**config.mk**
```make
export PLATFORM = sky130hd
export DESIGN_NAME = mult_seq_ctrl
export DESIGN_NICKNAME = d
export VERILOG_FILES = /design/src/rtl/mult_seq_ctrl.sv
export SDC_FILE = /design/constraint.sdc
export NUM_CORES = 1
export LEC_CHECK = 0
export CAP_MARGIN = 20
export CORE_AREA = 2 2 190 192
export CTS_BUF_LIST = sky130_fd_sc_hd__clkbuf_4 sky130_fd_sc_hd__clkbuf_8
export DETAILED_ROUTE_END_ITERATION = 10
export DIE_AREA = 0 0 192 194
export GPL_ROUTABILITY_DRIVEN = 0
export PLACE_DENSITY = 0.66
export SETUP_SLACK_MARGIN = 0.1
export SLEW_MARGIN = 20
export SYNTH_ARGS = -nofsm -noshare
export SYNTH_HDL_FRONTEND = slang
export SYNTH_SLANG_ARGS = --single-unit
export TNS_END_PERCENT = 100
```
**constraint.sdc**
```tcl
create_clock -name CLK -period 3.4 [get_ports CLK]
set_clock_uncertainty 0.2 [all_clocks]
set_input_delay 0.68 -clock CLK [delete_from_list [all_inputs] [get_ports CLK]]
set_output_delay 0.68 -clock CLK [all_outputs]
set_load 0.03 [all_outputs]
```
**src/rtl/mult_seq_ctrl.sv**
```systemverilog
// Sequential 32x32 shift-add multiplier with sign correction and HI/LO result registers.
// Optional MULT_EARLY_TERM_EN: stop iterating once the remaining multiplier bits are all zero.
module mult_seq_ctrl (
    input  logic        CLK,
    input  logic        RST,
    input  logic        START,
    input  logic        SIGNED,
    input  logic [31:0] A,
    input  logic [31:0] B,
    output logic        BUSY,
    output logic        DONE,
    output logic [31:0] HI,
    output logic [31:0] LO
);

    typedef enum logic [1:0] {StIdle, StIter, StFix, StDone} state_e;

    state_e      state_q, state_d;
    logic [63:0] mcand_q, mcand_d;
    logic [31:0] mplier_q, mplier_d;
    logic [63:0] prod_q, prod_d;
    logic [4:0]  cnt_q, cnt_d;
    logic        neg_q, neg_d;
    logic [31:0] hi_q, hi_d;
    logic [31:0] lo_q, lo_d;

    logic [31:0] a_abs, b_abs;
    logic [31:0] mplier_shift;
    logic        accept;
    logic        start_to_fix;
    logic        iter_last;

    // 0x80000000 negates to itself, which is its correct unsigned magnitude.
    assign a_abs        = (SIGNED && A[31]) ? (~A + 32'd1) : A;
    assign b_abs        = (SIGNED && B[31]) ? (~B + 32'd1) : B;
    assign mplier_shift = mplier_q >> 1;
    assign accept       = START && ((state_q == StIdle) || (state_q == StDone));

`ifdef MULT_EARLY_TERM_EN
    assign start_to_fix = (b_abs == 32'd0);
    assign iter_last    = (cnt_q == 5'd31) || (mplier_shift == 32'd0);
`else
    assign start_to_fix = 1'b0;
    assign iter_last    = (cnt_q == 5'd31);
`endif

    always_ff @(posedge CLK or negedge RST) begin
        if (!RST) begin
            state_q <= StIdle;
        end else begin
            state_q <= state_d;
        end
    end

    always_comb begin
        state_d = state_q;
        unique case (state_q)
            StIdle, StDone: begin
                if (START) begin
                    state_d = start_to_fix ? StFix : StIter;
                end else begin
                    state_d = StIdle;
                end
            end
            StIter: begin
                if (iter_last) begin
                    state_d = StFix;
                end
            end
            StFix:   state_d = StDone;
            default: state_d = StIdle;
        endcase
    end

    always_comb begin
        BUSY = (state_q == StIter) || (state_q == StFix);
        DONE = (state_q == StDone);
        HI   = hi_q;
        LO   = lo_q;
    end

    always_comb begin
        mcand_d  = mcand_q;
        mplier_d = mplier_q;
        prod_d   = prod_q;
        cnt_d    = cnt_q;
        neg_d    = neg_q;
        hi_d     = hi_q;
        lo_d     = lo_q;
        if (accept) begin
            mcand_d  = {32'd0, a_abs};
            mplier_d = b_abs;
            prod_d   = 64'd0;
            cnt_d    = 5'd0;
            neg_d    = SIGNED && (A[31] ^ B[31]);
        end else if (state_q == StIter) begin
            if (mplier_q[0]) begin
                prod_d = prod_q + mcand_q;
            end
            mcand_d  = mcand_q << 1;
            mplier_d = mplier_shift;
            cnt_d    = cnt_q + 5'd1;
        end else if (state_q == StFix) begin
            {hi_d, lo_d} = neg_q ? (~prod_q + 64'd1) : prod_q;
        end
    end

    always_ff @(posedge CLK or negedge RST) begin
        if (!RST) begin
            mcand_q  <= 64'd0;
            mplier_q <= 32'd0;
            prod_q   <= 64'd0;
            cnt_q    <= 5'd0;
            neg_q    <= 1'b0;
            hi_q     <= 32'd0;
            lo_q     <= 32'd0;
        end else begin
            mcand_q  <= mcand_d;
            mplier_q <= mplier_d;
            prod_q   <= prod_d;
            cnt_q    <= cnt_d;
            neg_q    <= neg_d;
            hi_q     <= hi_d;
            lo_q     <= lo_d;
        end
    end

endmodule

```
Word level (Yosys, flattened, before mapping)
Index checks and enable logic that the tools add are counted.
{ "op_classes": {"addsub": 5, "n_eq_ne": 5, "muxes": 15, "bitwise_logic": 6, "reduce_logical": 12} }
{ "op_table": {"columns": ["cell", "count"], "rows": [
  ["64-bit two-way mux", 6],
  ["32-bit two-way mux", 4],
  ["32-bit by 1-bit adder with 32-bit output (second input constant)", 2],
  ["64-bit by 1-bit adder with 64-bit output (second input constant)", 1],
  ["64-bit adder", 1],
  ["32-bit inverter", 2],
  ["64-bit inverter", 1],
  ["5-bit two-way mux", 2],
  ["2-bit one-hot mux with 3 select lines", 1],
  ["5-bit by 1-bit adder with 5-bit output (second input constant)", 1],
  ["5-bit equality test (second input constant)", 1],
  ["2-bit equality test (second input constant)", 2],
  ["1-bit logical AND", 4],
  ["2-bit nonzero test", 2],
  ["3-bit AND reduction", 1],
  ["2-bit by 1-bit equality test with 1-bit output (second input constant)", 1],
  ["2-bit zero test", 1],
  ["1-bit logical OR", 2],
  ["2-bit two-way mux", 1],
  ["2-bit inequality test (second input constant)", 1],
  ["1-bit inverter", 2],
  ["2-bit AND reduction", 1],
  ["2-bit OR reduction", 1],
  ["1-bit two-way mux", 1],
  ["1-bit XOR", 1]
]} }
{ "totals": {"reg_bits": 232, "inputBits": 68, "out_inout_bits": 66, "wordCells": 51} }

Logic depth before layout (Yosys ltp)
Gate-level depths: netlist of the first run.
{ "depth": {"depth_word": 5, "ltp_mapped": 12, "depth_no_buf": 12} }

Worst setup path after synthesis of the first run
Ideal clock, no wire load.
{ "synth_timing": {"path_kind": "reg-to-reg", "from": "reg prod_q[0]", "to": "reg prod_q[62]", "setup_time_ns": 0.122, "arrival_time_ns": 3.042, "t_required_ns": 3.078, "slack_ns": 0.037, "stages_incl_launch_ff": 13, "path_buffers": 0, "synth_period_minus_slack_ns": 3.363, "path_cell_list": "dfrtp_1 ha_1 fa_1 a21o_1 a21bo_2 a211oi_1 o32ai_1 or4_1 nand2_1 o31a_1 o211ai_1 a211o_1 o2111a_1"} }
{ "synth_via": {"elab_chain_len": 4} }
{ "synth_rtl": {"columns": ["element", "line_no", "text"], "rows": [
  ["from (decl)", "21", "logic [63:0] prod_q, prod_d;"],
  ["from (signal assigned)", "120", "prod_q <= prod_d;"],
  ["64-bit adder", "98", "prod_d = prod_q + mcand_q;"],
  ["64-bit two-way mux", "97", "if (mplier_q[0]) begin"],
  ["64-bit two-way mux", "96", "end else if (state_q == StIter) begin"],
  ["64-bit two-way mux", "90", "if (accept) begin"]
]} }
Every way passes these cells. The select of a mux whose other input is x is not followed.
A chain may end at the register's enable or synchronous reset.

Worst setup path after layout of the first run
{ "layout_timing": {"from": "reg prod_q[15]", "to": "reg prod_q[62]"} }
The elaborated chain is that of the path after synthesis.

==> flow_summary_export.csv, run 1 <==
group,metric,value,unit
die,io_pins,134,
grt,grt_pass1_wl,73.1,mm
power_and_ir_drop,internal_power,0.00968,W
synthesis,synth_enable_flop_cells,0,
sta,tightest_slew,0.795,ns
synthesis,ys_ff_latch,232,
synthesis,yosys.area.top_type,"dfrtp_1",
critical_path,r2r-end,"prod_q[62]",
die,die_w,192,µm
finish,syn2layout_area_growth,30.3,%
die,rows,69,
drt,route.detailed.drc,0,
die,start_util,44.4,%
synthesis,synth_ff_type,"dfrtp_1",
synthesis,synthTopCellsByArea,"dfrtp_1 37%, nand2_1 7.2%, o21ai_0 6.7%",
critical_path,critPathLaunchType,"flip-flop",
sta,rsz0062_at_grt,"yes",
placed_design,place_ws,-0.258,ns
power_and_ir_drop,p_seq_share,25.3,%
sta,max_slew_margin,47.0,%
critical_path,crit_type,"flip-flop to flip-flop",
placed_design,hpwl,32.8,mm
grt,grt_max_degree,145,
synthesis,synth.yosys.seq_area_share,37.2,%
drt,wl,45.3,mm
drt,vias_per_cell,5.58,
finish,fin_cells,2631,
power_and_ir_drop,pwr-share-comb,57.9,%
drt,vias,14700,
sta,finalCritPeriodShare,99.7,%
min_path,hold_path_depth,2,
synthesis,synth_area,15600,µm²
die,die_h,194,µm
synthesis,yosys_warnings,0,
finish,nets,2280,
power_and_ir_drop,p_clk_share,16.8,%
finish,final_core_util,57.8,%
drt,drt_iter0_markers,851,
drt,final_antenna_net_count,0,
critical_path,startpoint,"prod_q[15]",
critical_path,cp-end-kind,"flip-flop",
grt,overflow,0,
sta,finalCriticalPeriod,3.39,ns
critical_path,r2r_cells,12,
drt,wire_per_inst,17.2,µm
grt,grtUsageTotal,24.3,%
sta,finalSetupViolations,0,
synthesis,syn_area_per_cell,8.50,µm²
clock_network,htreeDepth,2,
power_and_ir_drop,p_sw_share,44.1,%
clock_network,max-clock-path-buffers,3,
job,drv_cap,0,
synthesis,ys_types,67,
clock_network,clock-sinks,232,
min_path,hold_class,"flip-flop to flip-flop",
finish,drive_above_1_share,18.7,%
placed_design,dp.cells,2533,
sta,holdWs,0.273,ns
status,status,"finished, final reports clean",
die,die_area,37200,µm²
power_and_ir_drop,vdd_ir_drop_max,0.000524,V
critical_path,critPathArrivalTime,3.67,ns
critical_path,r2r_slack,0.01,ns
critical_path,cp_max_fo,4,
critical_path,cp.required,3.68,ns
finish,diodes,0,
min_path,hp-start,"HI[5]",
clock_network,clk_latency,0.58,ns
die,coreArea,35200,µm²
synthesis,async_flop_share,100,%
power_and_ir_drop,p_sw,0.00766,W
sta,fmax,295,MHz
synthesis,synth_nets,1979,
clock_network,cts_buffers,43,
critical_path,timing.rr.start,"prod_q[15]",
power_and_ir_drop,power_density,852,nW/µm²
drt,drt_pass1_iterations,6,
min_path,hold_end,"HI[5]",
clock_network,cts_tree,"yes",
grt,antenna_found_initial,0,
clock_network,clk_pin_slew,0.06,ns
clock_network,root_buffer,"clkbuf_8",
placed_design,portBuffers,133,
sta,hold_viol_final,0,
power_and_ir_drop,power.leakage,9.15,nW
synthesis,yosysTopAreaCellShare,37.2,%
synthesis,synthCells,1839,
sta,slew_viol_final,0,
sta,setup_slack,0.0115,ns
grt,grt_pass1_vias,14200,
what timing repair did:
item	CTS	global route
hold buffers	1	0
resized for setup	52	66
pin swaps	15	31
setup endpoints to repair	25	36
setup buffers	16	6
endpoints found under the hold margin	83	0
routing by layer:
| layer | vias to the layer above | part of all wire [%] | track usage [%] |
|---|---|---|---|
| met5 | - | 0 | 0 |
| met4 | 0 | 2.9 | 8.26 |
| met3 | 91 | 6.8 | 4.38 |
| met2 | 465 | 45 | 37.6 |
| met1 | 7014 | 46 | 34.2 |
| li1 | 7119 | - | - |
worst max path at each step:
stage | endpoint | slack (ns) | cells after the start
3_3_place_gp | mplier_q[29] | -0.22 | 12
4_1_cts | prod_q[62] | -0.05 | 12
5_1_grt | prod_q[62] | -0.08 | 12
6_report | prod_q[62] | 0.01 | 12
3_5_place_dp | mplier_q[29] | -0.26 | 12
2_1_floorplan | prod_q[62] | 0.11 | 12
Yosys cell counts, types with 3 or more instances:
master / number
or3_1: 16
buf_1: 13
and2_1: 8
dfrtp_1: 232
a41oi_1: 3
o41ai_1: 13
a21boi_0: 3
o31a_1: 3
a22o_1: 11
ha_1: 71
nand2b_1: 15
o21bai_1: 11
a2111oi_0: 3
and3_1: 13
a21oi_1: 141
o21ai_0: 208
a21o_1: 34
nor3_1: 20
nand2_1: 298
mux2i_1: 98
xnor2_1: 75
inv_1: 29
nor2b_1: 12
a31oi_1: 15
or4_1: 13
nor4_1: 8
nand3_1: 29
nor2_1: 123
a211oi_1: 16
nand3b_1: 5
o31ai_1: 27
clkbuf_1: 89
o21ai_1: 8
a221oi_1: 3
xor2_1: 103
o211ai_1: 3
or2_2: 11
nand4_1: 19
o21a_1: 3
layout make-up:
type	count	area, µm²
clock buffers	67	860
clock inverters	8	71.3
fillers	3170	14900
inverters	29	109
multi-input cells	1475	9820
flip-flops and latches	232	5810
well taps	461	577
repair buffers	359	3110
critical path, stage by stage, from the launching register on:
cell	delay, ns
dfrtp_2	0.44
ha_1	0.30
buf_4	0.16
a21oi_1	0.20
o21ai_0	0.18
a311oi_2	0.33
o32ai_2	0.15
or4_4	0.45
nand2_4	0.08
o31a_1	0.25
o211ai_1	0.14
a211o_1	0.29
o2111a_1	0.13
cell usage in the layout (no fill, tap or decap), types with 14 or more instances in the layout:
| master | count |
|---|---|
| nand2_1 | 295 |
| nand4_1 | 19 |
| a31oi_1 | 14 |
| clkbuf_8 | 57 |
| ha_1 | 57 |
| dfrtp_1 | 225 |
| a21o_1 | 34 |
| a21oi_1 | 131 |
| buf_4 | 215 |
| o21ai_0 | 194 |
| o21ai_1 | 15 |
| clkdlybuf4s50_1 | 132 |
| nor3_1 | 20 |
| inv_1 | 29 |
| nand3_1 | 28 |
| xnor2_1 | 73 |
| nor2_1 | 119 |
| o31ai_1 | 20 |
| nand2b_1 | 14 |
| mux2i_1 | 98 |
| xor2_1 | 103 |
| or3_1 | 15 |
power by group through the flow:
stage / Combinational (W) / Clock, W / Sequential [W]
final: 0.0100 / 0.00291 / 0.00439
after global routing: 0.0110 / 0.00312 / 0.00449
after CTS: 0.00967 / 0.00299 / 0.00434
after detailed placement: 0.00932 / 0 / 0.00438
after global placement: 0.00919 / 0 / 0.00435
after floorplan: 0.00528 / 0 / 0.00471
registers in the layout, summed over array words and instances, names as in the netlist:
register  count
neg_q         1
HI           32
state_q       2
cnt_q         5
mplier_q     32
LO           32
prod_q       64
mcand_q      64
cells by family after synthesis:
group / after synthesis / synth area share, %
buf+inv: 132 / 3.22
simple gates: 602 / 17.5
compound gates: 525 / 20.1
flops: 232 / 37.2
fa+ha+maj: 72 / 5.81
mux: 98 / 6.28
xor+xnor: 178 / 9.98
per-stage QoR:
step | power [W] | instance area (µm²) | setup TNS [ns]
detailed placement | 0.0137 | 18700 | -3.36
finish | 0.0173 | 20400 | 0
global route | 0.0186 | 20400 | -0.214
floorplan | 0.0100 | 15600 | 0
global placement | 0.0135 | 18700 | -2.31
CTS | 0.0170 | 20000 | -0.0946
Power figures use the tool's default switching activity.
==> run 2, diff against run 1 <==
--- a/config.mk
+++ b/config.mk
@@ -6,12 +6,12 @@
 export NUM_CORES = 1
 export LEC_CHECK = 0
 export CAP_MARGIN = 20
-export CORE_AREA = 2 2 190 192
+export CORE_AREA = 2 2 172 174
 export CTS_BUF_LIST = sky130_fd_sc_hd__clkbuf_4 sky130_fd_sc_hd__clkbuf_8
 export DETAILED_ROUTE_END_ITERATION = 10
-export DIE_AREA = 0 0 192 194
+export DIE_AREA = 0 0 174 176
 export GPL_ROUTABILITY_DRIVEN = 0
-export PLACE_DENSITY = 0.66
+export PLACE_DENSITY = 0.79
 export SETUP_SLACK_MARGIN = 0.1
 export SLEW_MARGIN = 20
 export SYNTH_ARGS = -nofsm -noshare
==> run 2 against run 1 <==
The flow now finishes with violations (setup timing). Sequential cell count did not move. Critical endpoint is now prod_q[58]. First-iteration DRC count grew 55%. Routed wire length decreased by 0.49%. Largest power group unchanged. Die area shrank 18%. Highest routed layer unchanged.
==> flow_summary_export.csv, run 2 (synthesized netlist as in run 1, its figures left out) <==
group,metric,value,unit
finish,diodes,0,
sta,finalCritPeriodShare,103,%
job,drv_cap,0,
critical_path,cp_top_family,"compound AO/OA/AOI/OAI gates",
critical_path,cp_slowest_cell,"or4_1",
finish,nets,2249,
critical_path,slowest_delay,0.43,ns
grt,grt_pass1_vias,14600,
sta,tightest_slew,0.993,ns
clock_network,cts_tree,"yes",
critical_path,cp-end-kind,"flip-flop",
drt,route.detailed.drc,0,
die,die_w,174,µm
critical_path,critPathArrivalTime,3.74,ns
drt,vias,15100,
sta,rsz0062_at_grt,"yes",
clock_network,cts_buffers,42,
finish,drive_above_1_share,17.9,%
clock_network,htreeDepth,2,
power_and_ir_drop,power,0.0171,W
power_and_ir_drop,vdd_ir_drop_max,0.000912,V
sta,finalSetupViolations,8,
die,die_area,30600,µm²
drt,wl,45.1,mm
critical_path,cp.required,3.65,ns
critical_path,crit_chain,"ha_2, buf_4, o21ai_0, a21oi_2, a211oi_4, o32ai_2, or4_1, nand2_2, o31a_1, buf_4, o21ai_2, xor2_1, a22o_1",
placed_design,hpwl,31.2,mm
power_and_ir_drop,power.leakage,8.98,nW
drt,vias_per_cell,5.98,
min_path,hp-start,"LO[21]",
critical_path,cpMostUsedCell,"buf_4",
finish,final_common_cell,"nand2_1",
clock_network,clock-sinks,232,
status,status,"complete, but fails checks",
sta,max_slew_margin,33.8,%
clock_network,root_buffer,"clkbuf_8",
grt,grtUsageTotal,28.5,%
grt,antenna_found_initial,0,
sta,setup_tns,-0.363,ns
die,coreArea,28500,µm²
die,die_h,176,µm
critical_path,startpoint,"mcand_q[4]",
power_and_ir_drop,power_density,854,nW/µm²
die,start_util,54.7,%
grt,overflow,0,
clock_network,clk_latency,0.56,ns
finish,top_regs,"mcand_q x64, prod_q x64",
critical_path,crit_type,"flip-flop to flip-flop",
grt,grt_pass1_wl,72.0,mm
critical_path,critPathBufInv,2,
critical_path,critPathLaunchType,"flip-flop",
sta,hold_viol_final,0,
clock_network,clk_pin_slew,0.06,ns
die,rows,62,
sta,fmax,286,MHz
placed_design,portBuffers,133,
finish,layout_common_cells,"297 x nand2_1, 228 x dfrtp_1, 190 x o21ai_0, 185 x buf_4, 132 x clkdlybuf4s50_1",
drt,drt_pass1_iterations,7,
status,violations,"setup timing",
die,io_pins,134,
finish,syn2layout_area_growth,28.2,%
drt,wire_per_inst,17.9,µm
critical_path,timing.rr.start,"mcand_q[4]",
drt,final_antenna_net_count,0,
sta,slew_viol_final,0,
sta,setup_slack,-0.0970,ns
sta,finalCriticalPeriod,3.50,ns
clock_network,max-clock-path-buffers,3,
min_path,hold_class,"flip-flop to flip-flop",
grt,grt_max_degree,211,
drt,drt_iter0_markers,1323,
critical_path,cp_max_fo,3,
run 2: worst register-to-register path, stage by stage (launching register included):
cell,delay [ns]
dfrtp_1,0.42
ha_2,0.34
buf_4,0.15
o21ai_0,0.33
a21oi_2,0.16
a211oi_4,0.28
o32ai_2,0.15
or4_1,0.43
nand2_2,0.09
o31a_1,0.25
buf_4,0.16
o21ai_2,0.06
xor2_1,0.15
a22o_1,0.21
run 2: cell type report:
class | instances | area (µm²)
Sequential cell | 232 | 5810
Clock buffer | 67 | 841
Clock inverter | 8 | 48.8
Timing Repair Buffer | 329 | 2870
Multi-Input combinational cell | 1475 | 9870
Inverter | 29 | 109
Tap cell | 384 | 480
Fill cell | 2160 | 8520
run 2: timing repair:
| item | 4_1_cts | 5_1_grt |
|---|---|---|
| hold buffers | 1 | 0 |
| resized for setup | 53 | 74 |
| hold endpoints to repair | 72 | 0 |
| buffers inserted | 17 | 14 |
| endpoints found under the setup margin | 32 | 43 |
| pin swaps | 17 | 31 |
run 2: stage by stage:
stage	utilization, %	area, µm²	std cells	hold slack (ns)	setup slack, ns
finish	70.2	20000	2524	0.274	-0.0970
global route	70.2	20000	2524	0.303	-0.136
CTS	68.6	19600	2510	0.281	-0.0548
detailed placement	64.3	18400	2418	0.269	-0.315
global placement	64.3	18300	2418	0.260	-0.265
floorplan	-	15600	1839	0.184	0.107
run 2: final timing paths:
path | end | slack (ns) | depth (start not counted)
setup / recovery | prod_q[58] | -0.1 | 13
hold / removal | LO[21] | 0.27 | 2
setup reg to reg | prod_q[58] | -0.1 | 13
hold reg to reg | LO[21] | 0.27 | 2
max in group asynchronous | mplier_q[20] | 1.66 | 3
min in group asynchronous | mcand_q[16] | 0.48 | 2
run 2: power breakdown:
group	leakage [nW]	switching, W	internal [W]
Clock	0.472	0.00121	0.00157
Combinational	5.45	0.00572	0.00419
Sequential	3.06	0.000781	0.00365
run 2: per-layer routing:
| metal | vias up | wire [µm] | track usage, % |
|---|---|---|---|
| li1 | 7062 | - | - |
| met1 | 7128 | 19300 | 38.9 |
| met2 | 762 | 20300 | 45.7 |
| met3 | 149 | 3810 | 5.15 |
| met4 | 0 | 1740 | 10.4 |
| met5 | - | 0 | 0 |
